==> src/rtl/trace_pkg.sv <==
// ---------------------------------------------------------------------------
// trace_pkg -- shared types and constants for the retired-instruction trace
// monitor.
//   trace_entry_t          : one FIFO entry {instr, result}, 64 bits packed.
//   TRACE_FAIL_SIG_DEFAULT : default instruction word that marks a failed
//                            self-test.
// ---------------------------------------------------------------------------
package trace_pkg;

  typedef struct packed {
    logic [31:0] instr;
    logic [31:0] result;
  } trace_entry_t;

  localparam logic [31:0] TRACE_FAIL_SIG_DEFAULT = 32'h001E6E13;

endpackage : trace_pkg

==> src/rtl/trace_fifo.sv <==
// ---------------------------------------------------------------------------
// trace_fifo -- DEPTH-entry FIFO of trace entries with a registered read port.
//
// Ports
//   CLK, RST     : clock, asynchronous active-high reset
//   clr_i        : synchronous clear, beats same-cycle write and pop
//   wr_en_i      : write request, wr_data_i is the entry to store
//   rd_en_i      : pop request; the head appears on rd_data_o with
//                  rd_valid_o one cycle later
//   count_o      : occupancy, full_o / empty_o decoded from it
//
// A write while full is accepted only if a pop is accepted in the same cycle.
// A pop while empty is ignored, even if a write arrives alongside it, so a
// written entry is never bypassed straight to the read port.
// ---------------------------------------------------------------------------
module trace_fifo
  import trace_pkg::*;
#(
  parameter int DEPTH = 16
) (
  input  logic                     CLK,
  input  logic                     RST,
  input  logic                     clr_i,
  input  logic                     wr_en_i,
  input  trace_entry_t             wr_data_i,
  input  logic                     rd_en_i,
  output trace_entry_t             rd_data_o,
  output logic                     rd_valid_o,
  output logic [$clog2(DEPTH):0]   count_o,
  output logic                     full_o,
  output logic                     empty_o
);

  localparam int AW = $clog2(DEPTH);
  localparam int CW = AW + 1;

  trace_entry_t  mem_q [DEPTH];

  logic [AW-1:0] wr_ptr_q, wr_ptr_d;
  logic [AW-1:0] rd_ptr_q, rd_ptr_d;
  logic [CW-1:0] count_q,  count_d;
  trace_entry_t  rd_data_q, rd_data_d;
  logic          rd_valid_q, rd_valid_d;

  logic          rd_fire;
  logic          wr_fire;

  assign full_o  = (count_q == CW'(DEPTH));
  assign empty_o = (count_q == '0);

  assign rd_fire = rd_en_i && !empty_o && !clr_i;
  assign wr_fire = wr_en_i && (!full_o || rd_fire) && !clr_i;

  // NOTE: every always_comb output gets a default first so no path can
  // leave it unassigned and infer a latch.
  always_comb begin
    wr_ptr_d   = wr_ptr_q;
    rd_ptr_d   = rd_ptr_q;
    count_d    = count_q;
    rd_data_d  = rd_data_q;
    rd_valid_d = 1'b0;

    if (clr_i) begin
      wr_ptr_d  = '0;
      rd_ptr_d  = '0;
      count_d   = '0;
      rd_data_d = '0;
    end else begin
      if (wr_fire) begin
        wr_ptr_d = wr_ptr_q + AW'(1);  // DEPTH is a power of two: wraps for free
      end
      if (rd_fire) begin
        rd_ptr_d   = rd_ptr_q + AW'(1);
        rd_data_d  = mem_q[rd_ptr_q];
        rd_valid_d = 1'b1;
      end
      case ({wr_fire, rd_fire})
        2'b10:   count_d = count_q + CW'(1);
        2'b01:   count_d = count_q - CW'(1);
        default: count_d = count_q;
      endcase
    end
  end

  // NOTE: state registers use non-blocking assignments so every flop samples
  // the pre-edge values regardless of block ordering.
  always_ff @(posedge CLK or posedge RST) begin
    if (RST) begin
      wr_ptr_q   <= '0;
      rd_ptr_q   <= '0;
      count_q    <= '0;
      rd_data_q  <= '0;
      rd_valid_q <= 1'b0;
    end else begin
      wr_ptr_q   <= wr_ptr_d;
      rd_ptr_q   <= rd_ptr_d;
      count_q    <= count_d;
      rd_data_q  <= rd_data_d;
      rd_valid_q <= rd_valid_d;
    end
  end

  // NOTE: the storage array has no reset; pointers and count decide what is
  // valid, so stale contents are never observable.
  always_ff @(posedge CLK) begin
    if (wr_fire) begin
      mem_q[wr_ptr_q] <= wr_data_i;
    end
  end

  assign count_o    = count_q;
  assign rd_data_o  = rd_data_q;
  assign rd_valid_o = rd_valid_q;

endmodule : trace_fifo

==> src/rtl/trace_monitor.sv <==
// ---------------------------------------------------------------------------
// trace_monitor -- captures retired {instr, result} pairs into a FIFO for a
// reader, counts pairs dropped on overflow and optionally flags the first
// pair whose instruction equals the fail signature.
//
// Ports
//   CLK, RST                     : clock, asynchronous active-high reset
//   valid_i, instr_i, result_i   : retired-instruction strobe and pair
//   clr_i                        : synchronous clear of FIFO, counters, flags
//   rd_req_i                     : pop request
//   rd_data_o, rd_valid_o        : popped {instr, result}, one-cycle qualifier
//   full_o, empty_o, count_o     : FIFO status
//   overflow_o, drop_cnt_o       : sticky drop flag, saturating drop count
//   fail_o, fail_instr_o,
//   fail_result_o                : sticky fail flag and first failing pair
//
// Build option: define TRACE_FAIL_DETECT_EN to include the fail-signature
// comparator and capture registers; otherwise the fail outputs are tied to 0.
// ---------------------------------------------------------------------------
module trace_monitor
  import trace_pkg::*;
#(
  parameter int          DEPTH    = 16,
  parameter logic [31:0] FAIL_SIG = TRACE_FAIL_SIG_DEFAULT
) (
  input  logic                   CLK,
  input  logic                   RST,
  input  logic                   valid_i,
  input  logic [31:0]            instr_i,
  input  logic [31:0]            result_i,
  input  logic                   clr_i,
  input  logic                   rd_req_i,
  output logic [63:0]            rd_data_o,
  output logic                   rd_valid_o,
  output logic                   full_o,
  output logic                   empty_o,
  output logic [$clog2(DEPTH):0] count_o,
  output logic                   overflow_o,
  output logic [15:0]            drop_cnt_o,
  output logic                   fail_o,
  output logic [31:0]            fail_instr_o,
  output logic [31:0]            fail_result_o
);

  trace_entry_t wr_entry;
  trace_entry_t rd_entry;
  logic         drop;

  logic         overflow_q, overflow_d;
  logic [15:0]  drop_cnt_q, drop_cnt_d;

  assign wr_entry = '{instr: instr_i, result: result_i};

  trace_fifo #(
    .DEPTH (DEPTH)
  ) u_fifo (
    .CLK        (CLK),
    .RST        (RST),
    .clr_i      (clr_i),
    .wr_en_i    (valid_i),
    .wr_data_i  (wr_entry),
    .rd_en_i    (rd_req_i),
    .rd_data_o  (rd_entry),
    .rd_valid_o (rd_valid_o),
    .count_o    (count_o),
    .full_o     (full_o),
    .empty_o    (empty_o)
  );

  assign rd_data_o = rd_entry;

  // A full FIFO is never empty, so a same-cycle pop always makes room.
  assign drop = valid_i && full_o && !rd_req_i;

  always_comb begin
    overflow_d = overflow_q;
    drop_cnt_d = drop_cnt_q;
    if (clr_i) begin
      overflow_d = 1'b0;
      drop_cnt_d = '0;
    end else if (drop) begin
      overflow_d = 1'b1;
      if (drop_cnt_q != 16'hFFFF) begin
        drop_cnt_d = drop_cnt_q + 16'd1;
      end
    end
  end

  always_ff @(posedge CLK or posedge RST) begin
    if (RST) begin
      overflow_q <= 1'b0;
      drop_cnt_q <= '0;
    end else begin
      overflow_q <= overflow_d;
      drop_cnt_q <= drop_cnt_d;
    end
  end

  assign overflow_o = overflow_q;
  assign drop_cnt_o = drop_cnt_q;

`ifdef TRACE_FAIL_DETECT_EN
  logic        fail_q,        fail_d;
  logic [31:0] fail_instr_q,  fail_instr_d;
  logic [31:0] fail_result_q, fail_result_d;
  logic        fail_hit;

  // Detection is independent of FIFO space: a dropped failing pair still
  // counts as a failure.
  assign fail_hit = valid_i && (instr_i == FAIL_SIG);

  always_comb begin
    fail_d        = fail_q;
    fail_instr_d  = fail_instr_q;
    fail_result_d = fail_result_q;
    if (clr_i) begin
      fail_d        = 1'b0;
      fail_instr_d  = '0;
      fail_result_d = '0;
    end else if (fail_hit && !fail_q) begin
      fail_d        = 1'b1;
      fail_instr_d  = instr_i;
      fail_result_d = result_i;
    end
  end

  always_ff @(posedge CLK or posedge RST) begin
    if (RST) begin
      fail_q        <= 1'b0;
      fail_instr_q  <= '0;
      fail_result_q <= '0;
    end else begin
      fail_q        <= fail_d;
      fail_instr_q  <= fail_instr_d;
      fail_result_q <= fail_result_d;
    end
  end

  assign fail_o        = fail_q;
  assign fail_instr_o  = fail_instr_q;
  assign fail_result_o = fail_result_q;
`else
  // FAIL_SIG stays a legal override in this build; it simply has no effect.
  logic unused_fail_sig;
  assign unused_fail_sig = ^FAIL_SIG;

  assign fail_o        = 1'b0;
  assign fail_instr_o  = '0;
  assign fail_result_o = '0;
`endif

endmodule : trace_monitor
==> config.mk <==
export PLATFORM = sky130hd
export DESIGN_NAME = trace_monitor
export DESIGN_NICKNAME = d
export VERILOG_FILES = /design/src/rtl/trace_pkg.sv /design/src/rtl/trace_fifo.sv /design/src/rtl/trace_monitor.sv
export SDC_FILE = /design/constraint.sdc
export NUM_CORES = 1
export LEC_CHECK = 0
export ABC_AREA = 1
export BUFFER_PORTS_ARGS = -buffer_cell sky130_fd_sc_hd__buf_2
export CAP_MARGIN = 0
export CORE_ASPECT_RATIO = 1.4
export CORE_MARGIN = 10
export CORE_UTILIZATION = 55
export DETAILED_ROUTE_END_ITERATION = 7
export PLACE_DENSITY = 0.79
export SLEW_MARGIN = 20
export SYNTH_ARGS = -nofsm -noshare
export SYNTH_HDL_FRONTEND = slang
export SYNTH_SLANG_ARGS = --single-unit
==> constraint.sdc <==
create_clock -name CLK -period 7.38 [get_ports CLK]
set_input_delay 0.738 -clock CLK [delete_from_list [all_inputs] [get_ports CLK]]
set_output_delay 0.738 -clock CLK [all_outputs]
set_load 0.01 [all_outputs]
==> results.rst, run 1 <==
.. list-table::
   :header-rows: 1

   * - Metric
     - Value
   * - Wire length of the first global-routing pass
     - 162000 um
   * - Final Hold Violating Endpoints
     - 0
   * - Aggregate routed wire length
     - 107000 um
   * - Synth warn
     - 0
   * - Type of element capturing the critical path
     - register
   * - Placed inst area
     - 46200 sq um
   * - Total negative setup slack
     - 0 ns
   * - Maximum fanout count along the critical path
     - 38
   * - Tmin final
     - 3.71 ns
   * - Root Buffer Master
     - sky130_fd_sc_hd__clkbuf_16
   * - Total standard cell area after synthesis
     - 45100 sq um
   * - Crit path launch type
     - input port
   * - Status
     - completed
   * - Final clock skew
     - 0.0277 ns
   * - Setup Crit Path Kind
     - input port to register
   * - Rel. slew slack
     - 11.0%
   * - Relative area change from synthesis to final layout
     - 9.84%
   * - Routed wirelength normalized by instance count
     - 22.0 um
   * - Port-buffer cells
     - 157
   * - Final Slew Violations
     - 0
   * - Clock Latency Late Sink
     - 0.65 ns
   * - Count of non-filler cells in the finished layout
     - 4857
   * - Number of maximum-capacitance violations
     - 0
   * - Cell count after synthesis
     - 3634
   * - Clock Pin Slew Worst Setup and Hold Paths
     - 0.07 ns
   * - Effective utilization at floorplan
     - 55.4%
   * - HPWL reported at the end of detailed placement
     - 55600 um
   * - Remaining Overflow, GRT
     - 0
   * - Htree depth
     - 3
   * - Actual transition at the worst max-transition pin
     - 1.34 ns
   * - Antenna violations before repair
     - 12
   * - Family with the most delay on the worst path
     - simple AND/OR/NAND/NOR gates
   * - Total via count after detailed routing
     - 29000
   * - Top cell type by total area after synthesis
     - sky130_fd_sc_hd__edfxtp_1
   * - Worst supply voltage drop on vdd
     - 0.188 mV
   * - Layout filler cell count
     - 5812
   * - Detailed-route DRC error count
     - 0
   * - Avg Cell Area, Syn
     - 12.4 sq um
   * - Crit share post-route
     - 50.3%
   * - Core Area
     - 81500 sq um
   * - Fraction of post-synthesis cell area in the top cell type by area
     - 68.2%
   * - Leak Pwr
     - 0.0174 uW
   * - CTS max path bufs
     - 3
   * - Hold/Removal Path Class
     - input port to async pin
   * - RePlAce Congestion
     - 0.829
   * - Prevailing post-synth register cell
     - sky130_fd_sc_hd__edfxtp_1
   * - Sinks on the clock net
     - 1119
   * - Largest net degree at the start of global routing
     - 267
   * - Final design instance area without fill
     - 49600 sq um
   * - Via density per instance
     - 5.96
   * - Number of CTS-inserted buffers
     - 96
   * - Height of the die
     - 359 um
   * - Count of hold-fix buffers inserted at cts
     - 0
   * - Buffering stage count on the worst path with inverters included
     - 4
   * - Fraction of final layout cells sized beyond drive strength 1
     - 10.2%
   * - Most repeated cell in the gate-level netlist after synthesis
     - sky130_fd_sc_hd__edfxtp_1
   * - TritonCTS clock tree
     - done
   * - Number of buffers inserted by post-CTS setup repair
     - 0
   * - Total of flip-flops plus latches after synthesis
     - 1119
   * - First-pass DRT Iterations
     - 6
   * - Async set or reset register ratio after synthesis
     - 8.49%
   * - Finish-stage setup viols
     - 0
   * - Distinct cells, synth
     - 31
   * - Most frequent cells after synthesis
     - sky130_fd_sc_hd__edfxtp_1, sky130_fd_sc_hd__nor2_1, sky130_fd_sc_hd__o21ai_0
   * - 1st-iter DRT viols
     - 3637
   * - Leading cell types by total area after synthesis
     - sky130_fd_sc_hd__edfxtp_1, sky130_fd_sc_hd__nor2_1, sky130_fd_sc_hd__dfrtp_1
   * - Achievable Freq
     - 270 MHz
   * - # IOs
     - 223
   * - Critical path data arrival time
     - 3.97 ns
   * - Highest-delay cell along the critical path
     - sky130_fd_sc_hd__nor2_4
   * - Site Rows
     - 124
   * - Residual antenna-violating net count after detailed routing
     - 0
   * - Final net count
     - 3782
   * - Placed cell count
     - 4676
   * - Quantity of gates resized following cts
     - 0
   * - Seq. cell area
     - 33100 sq um
   * - PD cells
     - 275 nW/um^2
   * - Portion of the post-synthesis area used by sequential elements
     - 73.4%
   * - Total track usage
     - 22.1%
   * - Area of the die
     - 94000 sq um
   * - Delay of the slowest cell on the worst path
     - 0.94 ns
   * - RSZ-0062 raised after global routing
     - false
   * - Worst path required time
     - 7.65 ns
   * - Number of enable flip-flop cells after synthesis
     - 1024
   * - CP Cell Sequence
     - buf_2 -> inv_2 -> nand3_1 -> nand2_1 -> nand2_1 -> inv_1 -> nand3_1 -> nor2_4 -> buf_4
   * - Multi-input logic area
     - 10400 sq um
   * - Smallest hold slack
     - 0.205 ns
   * - Die outline width
     - 262 um
   * - Via count of the first global-routing pass
     - 28300
[layout by cell type, fill, tap and decap left out, types with 2 or more instances in the layout]
cell and count:
sky130_fd_sc_hd__or2_2 3, sky130_fd_sc_hd__inv_6 6, sky130_fd_sc_hd__xor2_1 3, sky130_fd_sc_hd__nand4_1 9, sky130_fd_sc_hd__o21ai_0 459, sky130_fd_sc_hd__nand3_1 163, sky130_fd_sc_hd__bufinv_16 15, sky130_fd_sc_hd__clkbuf_1 20
sky130_fd_sc_hd__inv_2 3, sky130_fd_sc_hd__edfxtp_1 1024, sky130_fd_sc_hd__dfrtp_4 4, sky130_fd_sc_hd__clkinvlp_4 2, sky130_fd_sc_hd__conb_1 65, sky130_fd_sc_hd__ha_1 9, sky130_fd_sc_hd__nor3_2 12, sky130_fd_sc_hd__o21ai_1 122
sky130_fd_sc_hd__buf_12 2, sky130_fd_sc_hd__nor2_4 4, sky130_fd_sc_hd__clkinv_4 3, sky130_fd_sc_hd__clkbuf_16 98, sky130_fd_sc_hd__clkbuf_8 9, sky130_fd_sc_hd__clkinv_1 9, sky130_fd_sc_hd__buf_4 42, sky130_fd_sc_hd__inv_1 34
sky130_fd_sc_hd__diode_2 4, sky130_fd_sc_hd__a31o_2 4, sky130_fd_sc_hd__dfrtp_1 91, sky130_fd_sc_hd__a21oi_1 6, sky130_fd_sc_hd__o211ai_1 208, sky130_fd_sc_hd__clkinv_2 18, sky130_fd_sc_hd__nor2_1 790, sky130_fd_sc_hd__buf_2 157
sky130_fd_sc_hd__nor3_1 10, sky130_fd_sc_hd__nand2_1 371
[cell families (layout without fill, tap and decap cells)]
group / count (synthesis) / in the layout / synth area share (%)
other cells: 1 / 69 / 0.00831
simple gates: 1363 / 1363 / 11.9
buf+inv: 336 / 420 / 4.17
flops: 1119 / 1119 / 73.4
fa+ha+maj: 10 / 10 / 0.294
compound gates: 802 / 802 / 10.1
xor+xnor: 3 / 3 / 0.0583
[layer usage]
layer | up-vias | track usage, % | routed length [um]
met5 | - | 0 | 38
met4 | 8 | 8.15 | 3110
met3 | 216 | 4.14 | 10500
met2 | 1549 | 36.6 | 53000
met1 | 14200 | 28.5 | 40400
li1 | 13000 | - | -
[final cells by class]
cell class | count | area share, %
Antenna cell | 4 | 0.0202
Clock buffer | 127 | 5.35
Clock inverter | 50 | 1.31
Inverter | 42 | 0.371
Multi-Input combinational cell | 2243 | 21.1
Sequential cell | 1119 | 66.9
Tap cell | 1071 | 2.70
Timing Repair Buffer | 201 | 2.30
[sequential cells by signal, indices dropped and copies added (netlist names)]
name	cells
u_fifo.mem_q	1024
u_fifo.rd_data_o	64
drop_cnt_o	16
u_fifo.count_o	5
u_fifo.rd_ptr_q	4
u_fifo.wr_ptr_q	4
overflow_o	1
u_fifo.rd_valid_o	1
[worst reg2reg max path, delay by kind of cell, from the launching register on]
kind                   cells  cell delay, ns
flip-flops                 1            0.44
AND/OR/NAND/NOR            7            1.94
buffers and inverters      2            0.85
[power by group]
part           leakage (uW)  switching (uW)  internal (uW)
sequential           0.0105            68.4           7010
combinational       0.00523             920            343
clock               0.00162            2230           3060
[final timing paths]
| kind | startpoint | end | slack, ns | cells past startpoint |
|---|---|---|---|---|
| max | clr_i | u_fifo.mem_q[4][9] | 3.67 | 9 |
| min | RST | u_fifo.rd_data_o[23] | 0.21 | 2 |
| max reg2reg | u_fifo.count_o[0] | u_fifo.mem_q[4][9] | 3.73 | 9 |
| min reg2reg | u_fifo.rd_data_o[42] | u_fifo.rd_data_o[42] | 0.47 | 2 |
| max in group asynchronous | RST | u_fifo.rd_ptr_q[2] | 5.92 | 3 |
| min in group CLK | rd_req_i | u_fifo.rd_ptr_q[2] | 0.43 | 3 |
[per-stage QoR]
stage          power, uW  worst slack, ns  utilization [%]
2_1_floorplan       8130             1.07                -
3_3_place_gp        8410             3.09             56.8
3_5_place_dp        8460             3.06             56.8
4_1_cts            13700             3.71             60.8
5_1_grt            14100             3.45             60.8
6_report           13600             3.67             60.8
(Power assumes the default switching activity.)
==> run 2, diff against run 1 <==
--- a/config.mk
+++ b/config.mk
@@ -5,7 +5,7 @@
 export SDC_FILE = /design/constraint.sdc
 export NUM_CORES = 1
 export LEC_CHECK = 0
-export ABC_AREA = 1
+export ABC_AREA = 0
 export BUFFER_PORTS_ARGS = -buffer_cell sky130_fd_sc_hd__buf_2
 export CAP_MARGIN = 0
 export CORE_ASPECT_RATIO = 1.4
==> constraint.sdc (replaced) <==
create_clock -name CLK -period 3.8 [get_ports CLK]
set_input_delay 0.38 -clock CLK [delete_from_list [all_inputs] [get_ports CLK]]
set_output_delay 0.38 -clock CLK [all_outputs]
set_load 0.01 [all_outputs]
==> run 2 against run 1 <==
  * Via count down 29%
  * Global-route usage fell by 0.59 points
  * Sequential share of layout area rose by 1.0 points
  * Clock-buffer cell count fell by 1
  * Non-clock buffer count rose by 17
  * Wire length fell by 10%
  * First-iteration DRC count is 41% lower
  * Largest power group unchanged
==> results.rst, run 2 <==
.. list-table::
   :header-rows: 1

   * - Metric
     - Value
   * - Detailed-route DRC error count
     - 0 (unchanged)
   * - Htree depth
     - 3 (unchanged)
   * - Sinks on the clock net
     - 1119 (unchanged)
   * - Total via count after detailed routing
     - 20700 (was 29000)
   * - Highest-count cells in the layout ignoring fill and taps
     - sky130_fd_sc_hd__edfxtp_1, sky130_fd_sc_hd__mux4_2, sky130_fd_sc_hd__buf_2 (was sky130_fd_sc_hd__edfxtp_1, sky130_fd_sc_hd__nor2_1, sky130_fd_sc_hd__o21ai_0)
   * - Clock Latency Late Sink
     - 0.67 ns (was 0.65 ns)
   * - Seq. cell area
     - 33100 sq um (about the same)
   * - Number of buffers inserted by post-CTS setup repair
     - 0 (unchanged)
   * - Multi-input logic area
     - 9440 sq um (was 10400 sq um)
   * - Actual transition at the worst max-transition pin
     - 0.999 ns (was 1.34 ns)
   * - Via density per instance
     - 6.17 (was 5.96)
   * - Avg Cell Area, Syn
     - 21.5 sq um (was 12.4 sq um)
   * - Port-buffer cells
     - 157 (unchanged)
   * - First-pass DRT Iterations
     - 5 (was 6)
   * - Crit share post-route
     - 83.5%
   * - Wire length of the first global-routing pass
     - 145000 um (was 162000 um)
   * - Placed cell count
     - 3165 (was 4676)
   * - Tmin final
     - 3.17 ns
   * - Final Hold Violating Endpoints
     - 0 (unchanged)
   * - Clock Pin Slew Worst Setup and Hold Paths
     - 0.07 ns (about the same)
   * - TritonCTS clock tree
     - done (unchanged)
   * - Count of non-filler cells in the finished layout
     - 3349 (was 4857)
   * - HPWL reported at the end of detailed placement
     - 50900 um (was 55600 um)
   * - Portion of the post-synthesis area used by sequential elements
     - 76.8% (was 73.4%)
   * - Async set or reset register ratio after synthesis
     - 8.49% (unchanged)
   * - Largest net degree at the start of global routing
     - 65 (was 267)
   * - Leading cell types by total area after synthesis
     - sky130_fd_sc_hd__edfxtp_1, sky130_fd_sc_hd__mux4_2, sky130_fd_sc_hd__dfrtp_1 (was sky130_fd_sc_hd__edfxtp_1, sky130_fd_sc_hd__nor2_1, sky130_fd_sc_hd__dfrtp_1)
   * - Setup Crit Path Kind
     - register to register (was input port to register)
   * - Relative area change from synthesis to final layout
     - 13.2% (was 9.84%)
   * - Prevailing post-synth register cell
     - sky130_fd_sc_hd__edfxtp_1 (unchanged)
   * - Most repeated cell in the gate-level netlist after synthesis
     - sky130_fd_sc_hd__edfxtp_1 (unchanged)
   * - Most frequent cells after synthesis
     - sky130_fd_sc_hd__edfxtp_1, sky130_fd_sc_hd__mux4_2, sky130_fd_sc_hd__dfrtp_1 (was sky130_fd_sc_hd__edfxtp_1, sky130_fd_sc_hd__nor2_1, sky130_fd_sc_hd__o21ai_0)
   * - RePlAce Congestion
     - 0.772 (was 0.829)
   * - Total standard cell area after synthesis
     - 43100 sq um (was 45100 sq um)
   * - Final net count
     - 2299 (was 3782)
   * - CP Cell Sequence
     - nor4_4 -> a31oi_1 -> nand2_1 -> nor2_4 -> buf_4 (was buf_2 -> inv_2 -> nand3_1 -> nand2_1 -> nand2_1 -> inv_1 -> nand3_1 -> nor2_4 -> buf_4)
   * - Highest-delay cell along the critical path
     - sky130_fd_sc_hd__a31oi_1 (was sky130_fd_sc_hd__nor2_4)
   * - RSZ-0062 raised after global routing
     - false (unchanged)
   * - Flip-flop count of the largest register, all copies and words added
     - 1024 (unchanged)
   * - Aggregate routed wire length
     - 96200 um (was 107000 um)
   * - Rel. slew slack
     - 33.4% (was 11.0%)
   * - Final clock skew
     - 0.0236 ns (was 0.0277 ns)
   * - Finish-stage setup viols
     - 0 (unchanged)
   * - Remaining Overflow, GRT
     - 0 (unchanged)
   * - Sum of internal, switching and leakage power
     - 26900 uW (was 13600 uW)
   * - Residual antenna-violating net count after detailed routing
     - 0 (unchanged)
   * - Height of the die
     - 351 um (was 359 um)
   * - Top cell type by total area after synthesis
     - sky130_fd_sc_hd__edfxtp_1 (unchanged)
   * - Maximum fanout count along the critical path
     - 14 (was 38)
   * - Type of element capturing the critical path
     - register (unchanged)
   * - Crit path launch type
     - register (was input port)
   * - Routed wirelength normalized by instance count
     - 28.7 um (was 22.0 um)
   * - Fraction of post-synthesis cell area in the top cell type by area
     - 71.3% (was 68.2%)
   * - Number of enable flip-flop cells after synthesis
     - 1024 (unchanged)
   * - Delay of the slowest cell on the worst path
     - 0.76 ns (was 0.94 ns)
   * - # IOs
     - 223 (unchanged)
   * - Distinct cells, synth
     - 51 (was 31)
   * - 1st-iter DRT viols
     - 2130 (was 3637)
   * - Achievable Freq
     - 315 MHz
   * - Leak Pwr
     - 0.0158 uW (was 0.0174 uW)
   * - PD cells
     - 551 nW/um^2 (was 275 nW/um^2)
   * - Number of maximum-capacitance violations
     - 0 (unchanged)
   * - Synth warn
     - 0 (unchanged)
   * - Smallest hold slack
     - 0.0798 ns (was 0.205 ns)
   * - Largest reg by FF count
     - u_fifo.mem_q (unchanged)
   * - Die outline width
     - 257 um (was 262 um)
   * - Area of the die
     - 90200 sq um (was 94000 sq um)
   * - Fraction of final layout cells sized beyond drive strength 1
     - 31.2% (was 10.2%)
   * - Site Rows
     - 121 (was 124)
   * - Worst supply voltage drop on vdd
     - 0.404 mV (was 0.188 mV)
   * - Cell count after synthesis
     - 2002 (was 3634)
   * - Total track usage
     - 21.5% (was 22.1%)
   * - Layout filler cell count
     - 5034 (was 5812)
   * - Critical path data arrival time
     - 3.52 ns (was 3.97 ns)
   * - Antenna violations before repair
     - 11 (was 12)
   * - CTS max path bufs
     - 3 (unchanged)
   * - Most common cell after layout, fill and taps aside
     - sky130_fd_sc_hd__edfxtp_1 (unchanged)
   * - Final Slew Violations
     - 0 (unchanged)
   * - Worst path required time
     - 4.15 ns (was 7.65 ns)
   * - Total negative setup slack
     - 0 ns (unchanged)
   * - Via count of the first global-routing pass
     - 22200 (was 28300)
   * - Total of flip-flops plus latches after synthesis
     - 1119 (unchanged)
   * - Effective utilization at floorplan
     - 55.4% (about the same)
   * - Core Area
     - 77800 sq um (was 81500 sq um)
   * - Status
     - completed (unchanged)
   * - Number of CTS-inserted buffers
     - 97 (was 96)
   * - Hold/Removal Path Class
     - input port to register (was input port to async pin)
   * - Root Buffer Master
     - sky130_fd_sc_hd__clkbuf_16 (unchanged)
-- run 2: through the flow --
step           instance area, sq um  util, %  worst slack [ns]
4_1_cts                       48800     62.7             0.660
6_report                      48800     62.7             0.628
5_1_grt                       48800     62.7             0.469
3_5_place_dp                  45500     58.5             0.682
2_1_floorplan                 43400        -            -0.694
3_3_place_gp                  45500     58.4             0.688
-- run 2: final timing paths --
path	to	slack (ns)	depth (start not counted)	from
max	u_fifo.mem_q[14][41]	0.63	5	u_fifo.count_o[0]
min	u_fifo.mem_q[14][32]	0.08	1	instr_i[0]
max reg2reg	u_fifo.mem_q[14][41]	0.63	5	u_fifo.count_o[0]
min reg2reg	u_fifo.rd_data_o[44]	0.51	2	u_fifo.rd_data_o[44]
max in group asynchronous	u_fifo.rd_data_o[20]	2.44	4	RST
min in group asynchronous	u_fifo.rd_data_o[52]	0.51	3	RST
-- run 2: logic make-up (layout without fill, tap and decap cells) --
family	after synthesis	after routing	share of synthesized area, %
flip-flops	1119	1119	76.8
multiplexers	386	386	16.6
AND/OR/NAND/NOR	173	173	1.84
buffers and inverters	171	407	2.18
AO/OA/AOI/OAI	122	122	1.87
XOR/XNOR	20	20	0.406
adder cells (fa/ha/maj)	10	10	0.308
other	1	67	0.00870
-- run 2: layer usage --
layer | track usage (%) | part of all wire, % | vias up
met5 | 0 | 0.073 | -
met4 | 6.75 | 2.5 | 10
met3 | 4.50 | 8.2 | 164
met2 | 37.2 | 52 | 1056
met1 | 27.1 | 37 | 10900
li1 | - | - | 8540
-- run 2: area by class of cell --
type                            count  area share, %
Sequential cell                  1119           67.9
Multi-Input combinational cell    776           19.3
Clock buffer                      126           5.51
Timing Repair Buffer              218           3.25
Tap cell                         1045           2.68
Clock inverter                     55           1.25
Inverter                            8         0.0667
Antenna cell                        2         0.0103
-- run 2: report_power, final --
group	internal (uW)	switching [uW]	total, uW
sequential	13700	292	14000
clock	5780	4360	10100
combinational	1320	1460	2770
total	20800	6110	26900
-- run 2: critical path, delay by kind of cell (launching register included) --
family                 cells  cell delay, ns
AO/OA/AOI/OAI              1            0.76
buffers and inverters      1            0.36
AND/OR/NAND/NOR            3            1.27
flip-flops                 1            0.48
-- run 2: repair_timing --
item | CTS | global route
hold buffers | 1 | 0
resized for setup | 0 | 0
endpoints found under the hold margin | 59 | 0
